<file path="config.mk">
export PLATFORM = sky130hd
export DESIGN_NAME = rob_param
export DESIGN_NICKNAME = d
export VERILOG_FILES = /design/src/rtl/rob_param.sv
export SDC_FILE = /design/constraint.sdc
export NUM_CORES = 1
export LEC_CHECK = 0
export ABC_AREA = 1
export BUFFER_PORTS_ARGS = -buffer_cell sky130_fd_sc_hd__clkbuf_2
export CAP_MARGIN = 25
export CORE_ASPECT_RATIO = 1.5
export CORE_UTILIZATION = 40
export DETAILED_ROUTE_END_ITERATION = 12
export PLACE_DENSITY = 0.61
export SYNTH_ARGS = -nofsm -noshare
export SYNTH_HDL_FRONTEND = slang
export SYNTH_SLANG_ARGS = --single-unit
</file>
<file path="constraint.sdc">
create_clock -name clk -period 5.95 [get_ports clk]
set_clock_uncertainty 0.1 [all_clocks]
set_input_delay 0.2975 -clock clk [delete_from_list [all_inputs] [get_ports clk]]
set_output_delay 0.2975 -clock clk [all_outputs]
set_load 0.02 [all_outputs]
</file>
<file path="src/rtl/rob_param.sv">
// Parametrised in-order-retire reorder buffer: dispatch allocation, CDB capture,
// operand lookup with CDB bypass, RegFile/DataCache commit and mispredict flush.
module rob_param #(
  parameter int DATA_W  = 32,
  parameter int ADDR_W  = 32,
  parameter int REG_W   = 5,
  parameter int ENTRY_W = 3
) (
  input  logic                clk,
  input  logic                rst,
  output logic                full,
  output logic                empty,
  input  logic                alloc,
  input  logic [1:0]          alloc_op,
  input  logic [REG_W-1:0]    alloc_reg,
  output logic [ENTRY_W-1:0]  alloc_tag,
  input  logic                cdb_write,
  input  logic [ENTRY_W-1:0]  cdb_tag,
  input  logic [DATA_W-1:0]   cdb_value,
  input  logic [ADDR_W-1:0]   cdb_aux,
  input  logic                cdb_mispredict,
  input  logic [ENTRY_W-1:0]  chk_tag1,
  input  logic [ENTRY_W-1:0]  chk_tag2,
  output logic                chk_rdy1,
  output logic                chk_rdy2,
  output logic [DATA_W-1:0]   chk_val1,
  output logic [DATA_W-1:0]   chk_val2,
  output logic                reg_we,
  output logic [REG_W-1:0]    reg_name,
  output logic [DATA_W-1:0]   reg_data,
  output logic [ENTRY_W-1:0]  reg_tag,
  output logic                mem_req,
  output logic [ADDR_W-1:0]   mem_addr,
  output logic [DATA_W-1:0]   mem_data,
  input  logic                mem_ack,
  output logic                flush,
  output logic [ADDR_W-1:0]   redirect_pc
);

  localparam int DEPTH = 2 ** ENTRY_W;
  localparam logic [ENTRY_W:0] DEPTH_CNT = {1'b1, {ENTRY_W{1'b0}}};
  localparam logic [1:0] OP_NOP = 2'd0;
  localparam logic [1:0] OP_BR  = 2'd1;
  localparam logic [1:0] OP_ST  = 2'd2;
  localparam logic [1:0] OP_ALU = 2'd3;

  logic [ENTRY_W-1:0] head, tail;
  logic [ENTRY_W:0]   count;
  logic [DEPTH-1:0]   busy, ready, mis;
  logic [1:0]         op_q    [DEPTH];
  logic [REG_W-1:0]   reg_q   [DEPTH];
  logic [DATA_W-1:0]  value_q [DEPTH];
  logic [ADDR_W-1:0]  aux_q   [DEPTH];

  logic       head_rdy, commit_alu, commit_st, flush_c, retire, alloc_ok, cdb_ok;
  logic [1:0] head_op;

  assign full      = (count == DEPTH_CNT);
  assign empty     = (count == '0);
  assign alloc_tag = tail;

  assign head_op    = op_q[head];
  assign head_rdy   = !empty && ready[head];
  assign commit_alu = head_rdy && (head_op == OP_ALU);
  assign commit_st  = head_rdy && (head_op == OP_ST);
  assign flush_c    = head_rdy && (head_op == OP_BR) && mis[head];
  assign retire     = head_rdy && !flush_c && ((head_op != OP_ST) || mem_ack);

  // Full is judged on the pre-edge count, so a same-cycle retire never frees a slot early.
  assign alloc_ok = alloc && !full && !flush_c;
  assign cdb_ok   = cdb_write && busy[cdb_tag] && !flush_c;

  always_ff @(posedge clk) begin
    if (rst) begin
      head  <= '0;
      tail  <= '0;
      count <= '0;
      busy  <= '0;
      ready <= '0;
    end else if (flush_c) begin
      head  <= '0;
      tail  <= '0;
      count <= '0;
      busy  <= '0;
      ready <= '0;
    end else begin
      if (cdb_ok) begin
        ready[cdb_tag] <= 1'b1;
      end
      if (alloc_ok) begin
        busy[tail]  <= 1'b1;
        ready[tail] <= (alloc_op == OP_NOP);
        tail        <= tail + 1'b1;
      end
      if (retire) begin
        busy[head] <= 1'b0;
        head       <= head + 1'b1;
      end
      case ({alloc_ok, retire})
        2'b10:   count <= count + 1'b1;
        2'b01:   count <= count - 1'b1;
        default: count <= count;
      endcase
    end
  end

  // Payload storage carries no reset; it is only observed through busy/ready-qualified paths.
  always_ff @(posedge clk) begin
    if (alloc_ok) begin
      op_q[tail]  <= alloc_op;
      reg_q[tail] <= alloc_reg;
    end
    if (cdb_ok) begin
      value_q[cdb_tag] <= cdb_value;
      aux_q[cdb_tag]   <= cdb_aux;
      mis[cdb_tag]     <= cdb_mispredict;
    end
  end

  always_comb begin
    chk_rdy1 = 1'b0;
    chk_val1 = '0;
    if (cdb_write && (cdb_tag == chk_tag1)) begin
      chk_rdy1 = 1'b1;
      chk_val1 = cdb_value;
    end else if (busy[chk_tag1] && ready[chk_tag1]) begin
      chk_rdy1 = 1'b1;
      chk_val1 = value_q[chk_tag1];
    end
  end

  always_comb begin
    chk_rdy2 = 1'b0;
    chk_val2 = '0;
    if (cdb_write && (cdb_tag == chk_tag2)) begin
      chk_rdy2 = 1'b1;
      chk_val2 = cdb_value;
    end else if (busy[chk_tag2] && ready[chk_tag2]) begin
      chk_rdy2 = 1'b1;
      chk_val2 = value_q[chk_tag2];
    end
  end

  always_comb begin
    reg_we      = commit_alu;
    reg_name    = '0;
    reg_data    = '0;
    reg_tag     = '0;
    mem_req     = commit_st;
    mem_addr    = '0;
    mem_data    = '0;
    flush       = flush_c;
    redirect_pc = '0;
    if (commit_alu) begin
      reg_name = reg_q[head];
      reg_data = value_q[head];
      reg_tag  = head;
    end
    if (commit_st) begin
      mem_addr = aux_q[head];
      mem_data = value_q[head];
    end
    if (flush_c) begin
      redirect_pc = aux_q[head];
    end
  end

endmodule

</file>
Word-level counts from Yosys, hierarchy flattened:

Memories as Yosys holds them, arrays and structs flattened. A register that Yosys moved wholly into a read port is not among the register bits.
Index checks and enable logic that the tools add are counted.

* $add $sub $neg: 4
* $lt $le $gt $ge: 8
* eq/ne operators: 9
* muxes and demuxes: 57
* bitwise gates (word level): 4
* reduce and logical (&&, ||, !) cells: 26

Operators by type and width (count)
* 32-bit two-way mux: 8
* 8-bit two-way mux: 8
* 3-bit two-way mux: 9
* 1-bit binary-select mux with 3-bit select: 7
* 3-bit by 4-bit less-than comparator with 1-bit output, second input constant: 5
* 1-bit logical AND: 18
* 1-bit two-way mux: 18
* 8-bit bitwise mux: 2
* 8-bit OR: 2
* 1-bit demux with 3-bit select: 3
* 3-bit by 1-bit greater-or-equal comparator with 1-bit output, second input constant: 3
* 8-bit AND: 1
* 8-bit NOT: 1
* 4-bit case mux with 2 select lines: 1
* 3-bit by 1-bit adder with 3-bit output, second input constant: 2
* 2-bit equality test, second input constant: 3
* 3-bit equality test: 2
* 5-bit two-way mux: 1
* 4-bit by 1-bit adder with 4-bit output, second input constant: 1
* 2-bit by 1-bit equality test with 1-bit output, second input constant: 2
* 4-bit equality test, second input constant: 1
* 4-bit logical NOT: 1
* 4-bit by 1-bit subtractor with 4-bit output, second input constant: 1
* 1-bit logical NOT: 3
* other kinds (5): 5

* register bits: 34
* RAM bits: 568
* input bits: 86
* output and inout port bits: 210
* logic and storage cells: 118
* memories: 4

Memory list
* aux_q: words 8, bits a word 32, read ports 1, clocked after Yosys merged registers in 1, write ports 1, RTL line 53 `logic [ADDR_W-1:0] aux_q [DEPTH];`
* value_q: words 8, bits a word 32, read ports 3, clocked after Yosys merged registers in 1, write ports 1, RTL line 52 `logic [DATA_W-1:0] value_q [DEPTH];`
* reg_q: words 8, bits a word 5, read ports 1, clocked after Yosys merged registers in 1, write ports 1, RTL line 51 `logic [REG_W-1:0] reg_q [DEPTH];`
* op_q: words 8, bits a word 2, read ports 1, clocked after Yosys merged registers in 1, write ports 1, RTL line 50 `logic [1:0] op_q [DEPTH];`

Depth between registers and ports, before layout:

* word-level depth: 12
* depth in mapped cells: 20

Worst setup path after synthesis:

No wires, ideal clock.

* path type: register to register
* start: register count[1]
* end: memory aux_q[0][0] (enable)
* setup time: 0.490 ns
* arrival time: 4.002 ns
* data required time: 5.360 ns
* slack: 1.358 ns
* cell stages (with the launch flop): 8
* clock period less this slack: 4.592 ns
* path through: dfxtp_1 -> nor2_1 -> nand2_1 -> nor2_1 -> nor2_2 -> nand3_4 -> nand2_1 -> nor2_1

* cells in the longest elaborated chain, start to end: 9

Ends and longest elaborated chain
* start: declaration: RTL line 48 `logic [ENTRY_W:0] count;`
* start signal: assignment: RTL line 100 `2'b10: count <= count + 1'b1;`
* start signal: assignment: RTL line 101 `2'b01: count <= count - 1'b1;`
* start signal: assignment: RTL line 102 `default: count <= count;`
* 4-bit logical NOT: RTL line 59 `assign empty = (count == '0);`
* via empty: RTL line 12 `output logic empty,`
* 1-bit logical NOT: RTL line 63 `assign head_rdy = !empty && ready[head];`
* 1-bit logical AND: RTL line 63
* 1-bit logical AND (2 in series): RTL line 66 `assign flush_c = head_rdy && (head_op == OP_BR) && mis[head];`
* 1-bit logical NOT: RTL line 71 `assign cdb_ok = cdb_write && busy[cdb_tag] && !flush_c;`
* 1-bit logical AND: RTL line 71
* 1-bit two-way mux: RTL line 113 `if (cdb_ok) begin`
* 1-bit two-way mux (implied by the code): RTL line 115 `aux_q[cdb_tag] <= cdb_aux;`
* end: declaration: RTL line 53

The timed path passes the listed nets, and every way through them passes these cells.

==> impl_results.md <==
* Hold buffer count at cts at 73
* All-Layer GR Usage at 24.6%
* Max-cap viol count at 0
* RSZ-0062 raised after global routing: false
* Max-slew headroom at 28.6%
* Critical path startpoint category: flop
* Routed Antenna Nets at 0
* Worst Path Arrival at 4.71 ns
* Status: finished clean
* Vias in the first global route at approximately 23000
* Die ar. at around 75000 um2
* Yosys cell types at 40
* DRT iter0 DRCs at roughly 2400
* Yosys top cell by area: edfxtp_1
* Vias at 24700
* Critical Path, Cell by Cell: buf_4 -> nand2_1 -> nand3_1 -> nand3_1 -> nand2_2 -> nor2_4 -> nand3_4 -> buf_4 -> nand3_1 -> inv_4 -> buf_4
* Place WS at 1.41 ns
* Post-Syn Nets at 3151
* H-Tree Depth at 2
* First-pass GRT wire length at roughly 140000 um
* Final worst path period share at about 75%
* Max Root-Sink Buffers at 3
* Most common cell in the synthesized netlist: edfxtp_1
* Max-slew violation count at 0
* Power per Cell Area at between 300 and 400 nW/um2
* Worst path max stage delay at 0.76 ns
* Number of synthesized register bits at just over 600
* Crit path time final at 4.48 ns
* Routed wire per std cell at roughly 22 um
* Synth area leaders: edfxtp_1 (58%), o21ai_0 (6.2%), a21oi_1 (5.9%)
* Syn Inst Count at roughly 3100
* Mapped Avg Cell Area at 9.71 um2
* CP Max Fanout at between 60 and 70
* Pre-antenna DRT Iters at 6
* Final-report hold violation count at 0
* Top routing layer in use: met5
* Final Net Count at between 3000 and 4000
* GPL Wtd Cong at ~0.9
* Area grow syn2layout at 15.6%
* Die Ht at about 340 um
* Worst Path Required at between 6 and 7 ns
* WP buf/inv at 4
* Root buf cell: clkbuf_16
* Synth Cell Area at roughly 30000 um2
* Synth warnings at 0
* Met3 wire length at between 6000 and 7000 um
* Least-Margin Pin Slew at 1.07 ns
* # fillers at between 6000 and 7000
* Core Footprint at 73600 um2
* Setup bufs post-CTS at 0
* Share of cells above drive strength 1 at 13.9%
* Initial Utilization at roughly 40%
* Ports at between 200 and 300
* EDFF count, synth at about 580
* Die W at 224 um
* Vias/cell at 5.72
* WS Path Type: reg2reg
* # DRC at 0
* Wire length on met1 at approximately 37000 um
* CTS tree: built
* CTS buffer count at between 50 and 60
* Routed wire length at between 90000 and 100000 um
* CTS resizes at 0
* Final setup violation count at 0
* Synth async-reset ratio at 0%
* Hold path start: mem_ack
* Met2 wire len at approximately 48000 um
* Largest net degree at the start of global routing at around 150
* VDD IR-drop max at approximately 260 uV
* Main flop type after synthesis: edfxtp_1
* # rows at about 120
* Worst Hold Class: in2reg
* Critical path's top delay family: buffers and inverters
* Top cell type's share of synthesized area at 58.2%
* Total congestion overflow at 0
* Clock Sinks at 605
* Initial antenna violation count at 4
* Detailed Place HPWL at 55300 um
* Worst-path clk slew at 0.07 ns
* Setup ws final at around 1.5 ns
* Worst-Skew Late Latency at about 0.64 ns
* Setup_tns at 0 ns
* Crit. End Element: flop
* Static Leak at 13.0 nW
* Peak Freq at about 220 MHz
* Post-synthesis sequential area ratio at between 60% and 70%
* Post-synth top cells: edfxtp_1 (576), nand2_1 (456), o21ai_0 (366)
* Critical-path top delay cell: dfxtp_4
* Port Buffer Count at around 300
[where the power goes]
part	switching, mW	leakage [nW]	total [mW]	internal (mW)
clock	1.60	0.844	3.49	1.90
sequential	0.160	5.42	4.89	4.73
combinational	2.44	6.75	3.41	0.972
total	4.20	13.0	11.8	7.60
[sequential cells by signal, summed over array words and instances (netlist names), named ones only]
| name | cells |
|---|---|
| aux_q | 256 |
| value_q | 256 |
| reg_q | 40 |
| op_q | 16 |
| busy | 8 |
| mis | 8 |
| ready | 8 |
| count | 4 |
| alloc_tag | 3 |
| head | 3 |
[placed cells by master, fill, tap and decap left out, drive strengths merged, types with 8 or more instances in the layout]
master and count:
nand2 458, inv 186, o22ai 34, nor2 324
buf 46, o211ai 134, clkinv 25, clkbuf 367
o311ai 8, dfxtp 29, edfxtp 576, a32oi 63
o21ai 367, dlygate4sd3 73, nand3 207, nand4 33
a21oi 349
[layout make-up]
class | count | area [um2] | area share (%)
diodes | 2 | 5.00 | 0.0146
clock buffers | 72 | 1480 | 4.32
clock inverters | 29 | 269 | 0.783
inverters | 189 | 737 | 2.15
multi-input cells | 2016 | 10100 | 29.3
flip-flops and latches | 605 | 17900 | 52.1
well taps | 992 | 1240 | 3.61
repair buffers | 414 | 2650 | 7.72
[worst paths after layout]
path | cells after the start | endpoint | slack, ns
min | 7 | flop | 0.25
min reg2reg | 2 | count[0] | 0.40
max reg2reg | 11 | aux_q[4][7] | 1.47
max | 11 | aux_q[4][7] | 1.47
[per-stage QoR]
| stage | cell area (um2) | total power, mW | std cells | util [%] | hold WS (ns) |
|---|---|---|---|---|---|
| after CTS | 34300 | 11.8 | 4315 | 46.6 | 0.235 |
| after floorplan | 29700 | 7.23 | 3060 | - | 0.296 |
| after detailed placement | 31800 | 8.32 | 4141 | 43.2 | 0.395 |
| final | 34300 | 11.8 | 4319 | 46.7 | 0.253 |
| after global placement | 31800 | 8.29 | 4139 | 43.2 | 0.394 |
| after global routing | 34300 | 12.3 | 4319 | 46.7 | 0.279 |
[routing by layer]
metal,vias up,GRT usage (%)
li1,11500,-
met1,11900,29.6
met2,1103,43.5
met3,216,3.91
met4,4,10.4
met5,-,0
[worst reg2reg max path: stages, from the launching register on]
cell and delay, ns:
dfxtp_4 0.76, buf_4 0.67, nand2_1 0.13, nand3_1 0.11
nand3_1 0.12, nand2_2 0.16, nor2_4 0.05, nand3_4 0.30
buf_4 0.43, nand3_1 0.22, inv_4 0.75, buf_4 0.41
[cell families (layout without fill, tap and decap cells)]
group / Yosys count / count (layout) / share of synthesized area, %
simple gates: 1029 / 1029 / 14.5
fa+ha+maj: 5 / 5 / 0.211
xor+xnor: 8 / 8 / 0.236
buf+inv: 439 / 704 / 6.09
other cells: 0 / 2 / 0
flops: 605 / 605 / 60.2
compound gates: 974 / 974 / 18.8
Note: power is estimated with default switching activity, not from simulation.
